[config.mk]
export PLATFORM = sky130hd
export DESIGN_NAME = sipo_frame_rx
export DESIGN_NICKNAME = d
export VERILOG_FILES = /design/src/rtl/sipo_frame_rx.sv
export SDC_FILE = /design/constraint.sdc
export NUM_CORES = 1
export LEC_CHECK = 0
export BUFFER_PORTS_ARGS = -buffer_cell sky130_fd_sc_hd__buf_4
export CAP_MARGIN = 10
export CORE_AREA = 2 2 67 44
export DETAILED_ROUTE_END_ITERATION = 8
export DIE_AREA = 0 0 69 46
export GPL_TIMING_DRIVEN = 0
export HOLD_SLACK_MARGIN = 0.05
export PLACE_DENSITY = 0.66
export REMOVE_ABC_BUFFERS = 1
export SKIP_CTS_REPAIR_TIMING = 1
export SYNTH_ARGS = -nofsm -noshare
export SYNTH_HDL_FRONTEND = slang
export SYNTH_SLANG_ARGS = --single-unit
[constraint.sdc]
create_clock -name clk -period 2.1 [get_ports clk]
set_input_delay 0.21 -clock clk [delete_from_list [all_inputs] [get_ports clk]]
set_output_delay 0.21 -clock clk [all_outputs]
set_load 0.02 [all_outputs]
[src/rtl/sipo_frame_rx.sv]
// Serial-in frame receiver: start bit, DATA_W data bits LSB first, optional even parity, stop bit.
// Completed words are held in a single-entry output register with a valid/ready handshake.
module sipo_frame_rx #(
   parameter int unsigned DATA_W    = 8,
   parameter int unsigned PARITY_EN = 1
)(
   input  logic              clk,
   input  logic              rst,
   input  logic              si,
   input  logic              out_ready,
   output logic [DATA_W-1:0] out_data,
   output logic              out_valid,
   output logic              out_perr,
   output logic              frame_err,
   output logic              overrun,
   output logic              busy
);

   localparam int unsigned CNT_W = (DATA_W > 1) ? $clog2(DATA_W) : 1;

   typedef enum logic [1:0] {
      IDLE,
      DATA,
      PARITY,
      STOP
   } state_t;

   state_t            state;
   state_t            state_nxt;
   logic [CNT_W-1:0]  bit_cnt;
   logic [DATA_W-1:0] sreg;
   logic              par_err;
   logic              stop_ok;
   logic              stop_bad;
   logic              load;

   always_ff @(posedge clk) begin
      if (rst) begin
         state <= IDLE;
      end else begin
         state <= state_nxt;
      end
   end

   always_comb begin
      state_nxt = state;
      stop_ok   = 1'b0;
      stop_bad  = 1'b0;
      busy      = 1'b1;
      case (state)
         IDLE: begin
            busy = 1'b0;
            if (!si) begin
               state_nxt = DATA;
            end
         end
         DATA: begin
            if (bit_cnt == CNT_W'(DATA_W - 1)) begin
               state_nxt = (PARITY_EN != 0) ? PARITY : STOP;
            end
         end
         PARITY: begin
            state_nxt = STOP;
         end
         STOP: begin
            state_nxt = IDLE;
            stop_ok   = si;
            stop_bad  = ~si;
         end
         default: begin
            state_nxt = IDLE;
         end
      endcase
   end

   // A finished word may load only if the holding register is empty or being drained this edge.
   assign load = stop_ok && (!out_valid || out_ready);

   always_ff @(posedge clk) begin
      if (rst) begin
         bit_cnt   <= '0;
         sreg      <= '0;
         par_err   <= 1'b0;
         out_data  <= '0;
         out_valid <= 1'b0;
         out_perr  <= 1'b0;
         frame_err <= 1'b0;
         overrun   <= 1'b0;
      end else begin
         frame_err <= stop_bad;
         overrun   <= stop_ok && out_valid && !out_ready;

         case (state)
            IDLE: begin
               bit_cnt <= '0;
               par_err <= 1'b0;
            end
            DATA: begin
               sreg[bit_cnt] <= si;
               bit_cnt       <= bit_cnt + CNT_W'(1);
            end
            PARITY: begin
               par_err <= (^sreg) ^ si;
            end
            default: begin
            end
         endcase

         if (load) begin
            out_data  <= sreg;
            out_perr  <= (PARITY_EN != 0) && par_err;
            out_valid <= 1'b1;
         end else if (out_valid && out_ready) begin
            out_valid <= 1'b0;
         end
      end
   end

endmodule

=== After elaboration in Yosys (flattened, before gate mapping) ===
Cells that the tools add are included.

* Add/sub/neg operators: 1
* Multiply operators: 0
* Div/mod/pow operators: 0
* $lt $le $gt $ge: 2
* Equality and inequality tests: 6
* Shift operators: 0
* Muxes and demuxes: 12
* Bitwise logic cells: 3
* Reductions and logical operators: 15

{| class="wikitable"
|+ Operators with widths
! operator !! count
|-
| 8-bit bitwise mux || 1
|-
| 2-bit case mux with 4 select lines || 1
|-
| 8-bit parity || 1
|-
| 3-bit case mux with 2 select lines || 1
|-
| 2-bit nonzero test || 3
|-
| 1-bit logical AND || 5
|-
| 1-bit two-way mux || 5
|-
| 2-bit == test, second input constant || 2
|-
| 3-bit by 4-bit less-than comparator with 1-bit output, second input constant || 1
|-
| 2-bit two-way mux || 2
|-
| 2-bit != test, second input constant || 2
|-
| 3-bit by 1-bit adder with 3-bit output, second input constant || 1
|-
| 1-bit demux with 3-bit select || 1
|-
| 3-bit == test, second input constant || 1
|-
| 3-bit by 1-bit greater-or-equal comparator with 1-bit output, second input constant || 1
|-
| 2-bit by 1-bit == test with 1-bit output, second input constant || 1
|-
| 1-bit zero test || 2
|-
| 2-bit zero test || 1
|-
| 1-bit inverter || 2
|-
| 1-bit case mux with 2 select lines || 1
|-
| 2-bit AND reduction || 1
|-
| 2-bit OR reduction || 1
|-
| 1-bit logical OR || 1
|-
| 1-bit XOR || 1
|}

* Bits in registers: 26
* Bits in latches: 0
* Bits in writable memories: 0
* Memory bits (read-only): 0
* Bits of input ports: 4
* Logic and storage cells: 48
* Memories kept: 0

=== Longest topological paths before layout ===
* Word-level depth: 5
* Gate-level depth with buffers: 7
* Depth with buffers taken out: 6

=== Worst setup path before layout ===
OpenSTA, ideal clock, no wires.

* Kind: register to register
* From: register sreg[4]
* To: register par_err
* Data arrival time: 1,436 ps
* Path slack: 602 ps
* Cell stages (with the launch flop): 5
* Cells stage by stage: dfxtp_1 -> xor2_1 -> xnor3_1 -> or4b_1 -> nand3_1

* Word-level cells in the longest chain between the ends: 3

{| class="wikitable"
|+ Ends and longest elaborated chain
! item !! line !! RTL
|-
| from (decl) || 31 || <nowiki>logic [DATA_W-1:0] sreg;</nowiki>
|-
| from (signal, indexed assignment) || 99 || <nowiki>sreg[bit_cnt] <= si;</nowiki>
|-
| 8-bit parity || 103 || <nowiki>par_err <= (^sreg) ^ si;</nowiki>
|-
| 1-bit XOR || 103 ||
|-
| 1-bit case mux with 2 select lines || 93 || <nowiki>case (state)</nowiki>
|-
| to (signal assigned) || 103 ||
|-
| to (decl) || 32 || <nowiki>logic par_err;</nowiki>
|}

Every way passes these cells.
A chain may end at the register's enable or synchronous reset.

=== Worst setup path in the final report ===
* From: register state[1]
* To: register sreg[4]

* Word-level cells in the longest chain between the ends: 1

{| class="wikitable"
|+ Ends and longest elaborated chain
! item !! line !! RTL
|-
| from (decl) || 28 || <nowiki>state_t state;</nowiki>
|-
| from (signal assigned) || 41 || <nowiki>state <= state_nxt;</nowiki>
|-
| 2-bit by 1-bit == test with 1-bit output || 93 ||
|}

Every way passes these cells.

==> results.md <==
Run status
• **outcome** completed

Synth
• **number of warnings issued by yosys** 0
• **Cells after Synth** 121
• **share of the synthesized area in the top cell type** 45.1%
• **post-synth top area cell** sky130_fd_sc_hd__dfxtp_1
• **Post-synth ARST share** 0%
• **synth top area cells** sky130_fd_sc_hd__dfxtp_1 45%, sky130_fd_sc_hd__mux2i_1 16%, sky130_fd_sc_hd__nor2_1 7.8%, sky130_fd_sc_hd__ha_1 6.5%, sky130_fd_sc_hd__nor3b_1 3.3%
• **EDFF count, synth** 0
• **library cells used by synthesis** 20
• **flip-flop and latch count after synthesis** 26
• **Main synth FF type** sky130_fd_sc_hd__dfxtp_1
• **average cell area after synthesis** 9.54 µm²
• **summed instance area of the synthesized netlist** 0.00115 mm²
• **sequential-to-total area share from yosys stat** 45.1%

Global routing
• **met3 Use GR** 5.09%
• **Global Route met2 Usage** 23.3%
• **met1 layer usage reported by global route** 17.8%
• **number of global-route vias before repair** 791
• **busiest layer in global routing** met2
• **total global routing track utilization** 13.9%
• **total congestion overflow** 0
• **first-pass GRT wire length** 3480 µm
• **initial antenna violation count** 0
• **maximum number of pins on one net before global-route repair** 29

Die
• **width of the die** 69 µm
• **std cell rows** 15
• **number of ports placed on the die boundary** 17
• **die height** 46 µm
• **core area** 0.00263 mm²
• **Die Outline Area** 0.00317 mm²
• **starting utilization of the core area** 44.0%

Setup path
• **largest fanout on the critical path** 11
• **Critical path buffers and inverters** 1
• **Arrival @ worst endpoint** 1820 ps
• **type of the setup path with the least slack** flip-flop to flip-flop
• **CP max-delay cell** sky130_fd_sc_hd__ha_1
• **cells along the critical path** inv_1, ha_1, nand2b_1, nor3b_1, mux2i_1, nor2_1
• **Worst Setup End Kind** flip-flop
• **type of origin of the critical path** flip-flop
• **Critical Path Max Stage Delay** 360 ps
• **cell class contributing the biggest share of worst-path delay** simple AND/OR/NAND/NOR gates
• **data required time at the worst endpoint** 2250 ps

Clock tree
• **deepest clock path buffer count** 2
• **number of buffers inserted during clock tree synthesis** 3
• **maximum level of the CTS H-tree** 1
• **clock transition time at the flip-flop clock pins of the worst setup and hold paths** 80 ps
• **clock tree from TritonCTS** built
• **CTS Root Buffer Type** sky130_fd_sc_hd__clkbuf_8
• **Skew-Pair Late Insertion Delay** 260 ps
• **number of clock sinks seen by CTS** 26

Power and ir drop
• **worst voltage drop across the vdd grid** 0.000350 V
• **power density cells** 889 mW/mm²
• **LEAKAGE** 0.551 nW

Placed design
• **Placer Congestion** 0.715
• **placed wire-length estimate after detailed placement** 1460 µm
• **Buffers on Ports** 16
• **dpl cell area** 0.00129 mm²

Layout
• **nets** 144
• **fill count** 265
• **share of layout cells above drive strength 1** 15.2%
• **Area growth, synth to finish** 15.2%
• **post-route design area** 0.00133 mm²
• **Final Util** 50.6%
• **Antenna diodes** 0

Timing
• **final-report hold violation count** 0
• **Total Negative Setup Slacks** 0 ps
• **total of endpoints with negative setup slack in the final report** 0
• **worst slew pin tran** 634 ps
• **number of pins exceeding their max-slew limit in the final report** 0
• **final clock period utilization by the worst path** 79.6%
• **max_slew headroom** 57.5%
• **skew final** 2.42 ps
• **RSZ-0062 raised after global routing** false
• **highest achievable clock rate** 598 MHz
• **Min Clock Period, post-route** 1670 ps

Routing
• **Via-to-Cell Ratio** 4.99
• **total routed wirelength** 2030 µm
• **DR vias** 829
• **average detailed-routed wire length per instance** 12.2 µm
• **Antenna Violating Nets Remaining** 0
• **detailed-routing iteration count for the pre-antenna-repair pass** 4
• **number of design-rule violations left by the first detailed-router iteration** 5
• **DR DRC count** 0

Hold path
• **type of the most critical hold path** primary input to flip-flop

Job
• **max-cap violation count** 0

-- layout make-up --
type | count | area [µm²] | share of cell area [%]
Tap cell | 34 | 42.5 | 3.20
Timing Repair Buffer | 16 | 120 | 9.03
Inverter | 3 | 11.3 | 0.847
Sequential cell | 26 | 520 | 39.1
Multi-Input combinational cell | 84 | 594 | 44.7
Clock buffer | 3 | 41.3 | 3.10
-- through the flow --
step,total power [mW],hold slack (ps),instances,setup slack [ps]
6_report,1.18,229,166,429
5_1_grt,1.27,231,166,273
4_1_cts,1.20,227,166,100
3_5_place_dp,0.933,489,163,127
3_3_place_gp,0.914,473,163,175
2_1_floorplan,0.830,279,113,488
-- power breakdown --
group	switching, mW	internal [mW]	leakage [nW]
combinational	0.194	0.143	0.319
clock	0.141	0.128	0.0216
sequential	0.0443	0.532	0.210
-- cells in the final DEF, fill, tap and decap left out, drive strengths merged, types with 2 or more instances in the layout --
cell,synthesis,final
nand3,2,2
nor2,24,24
nand2,4,4
inv,3,3
clkbuf,7,3
nand4b,3,3
buf,1,16
mux2i,18,18
nor3,5,5
nor3b,5,5
nand2b,2,2
a21oi,5,5
xnor2,4,4
dfxtp,26,26
nor2b,2,2
ha,6,6
-- cells in the mapped netlist (all sizes together), types with 2 or more instances --
cell / number
a21oi: 5
clkbuf: 7
dfxtp: 26
ha: 6
inv: 3
mux2i: 18
nand2: 4
nand2b: 2
nand3: 2
nand4b: 3
nor2: 24
nor2b: 2
nor3: 5
nor3b: 5
xnor2: 4
-- registers in the layout, summed over array words and instances, names as in the netlist --
register / count
out_data: 8
overrun: 1
sreg: 8
out_perr: 1
frame_err: 1
state: 2
out_valid: 1
bit_cnt: 3
par_err: 1
-- cell families (layout without fill, tap and decap cells) --
group                    count (synthesis)  count (layout)  synth area share, %
AND/OR/NAND/NOR                         49              49                 21.2
flip-flops                              26              26                 45.1
multiplexers                            18              18                 15.6
buffers and inverters                   11              22                 3.68
adder cells (fa/ha/maj)                  6               6                 6.50
XOR/XNOR                                 6               6                 5.74
AO/OA/AOI/OAI                            5               5                 2.17
-- final timing paths --
| kind | from | end | slack (ps) | cells after the start |
|---|---|---|---|---|
| setup / recovery | state[1] | sreg[4] | 430 | 6 |
| hold / removal | si | frame_err | 230 | 2 |
| setup reg to reg | state[1] | sreg[4] | 430 | 6 |
| hold reg to reg | out_data[0] | out_data[0] | 500 | 2 |
-- per-layer routing --
layer / vias to the layer above / part of all wire (%)
met5: - / 0
met1: 384 / 52
met4: 0 / 0
met2: 17 / 43
li1: 428 / -
met3: 0 / 5.3
Note: power is estimated with default switching activity, not from simulation.
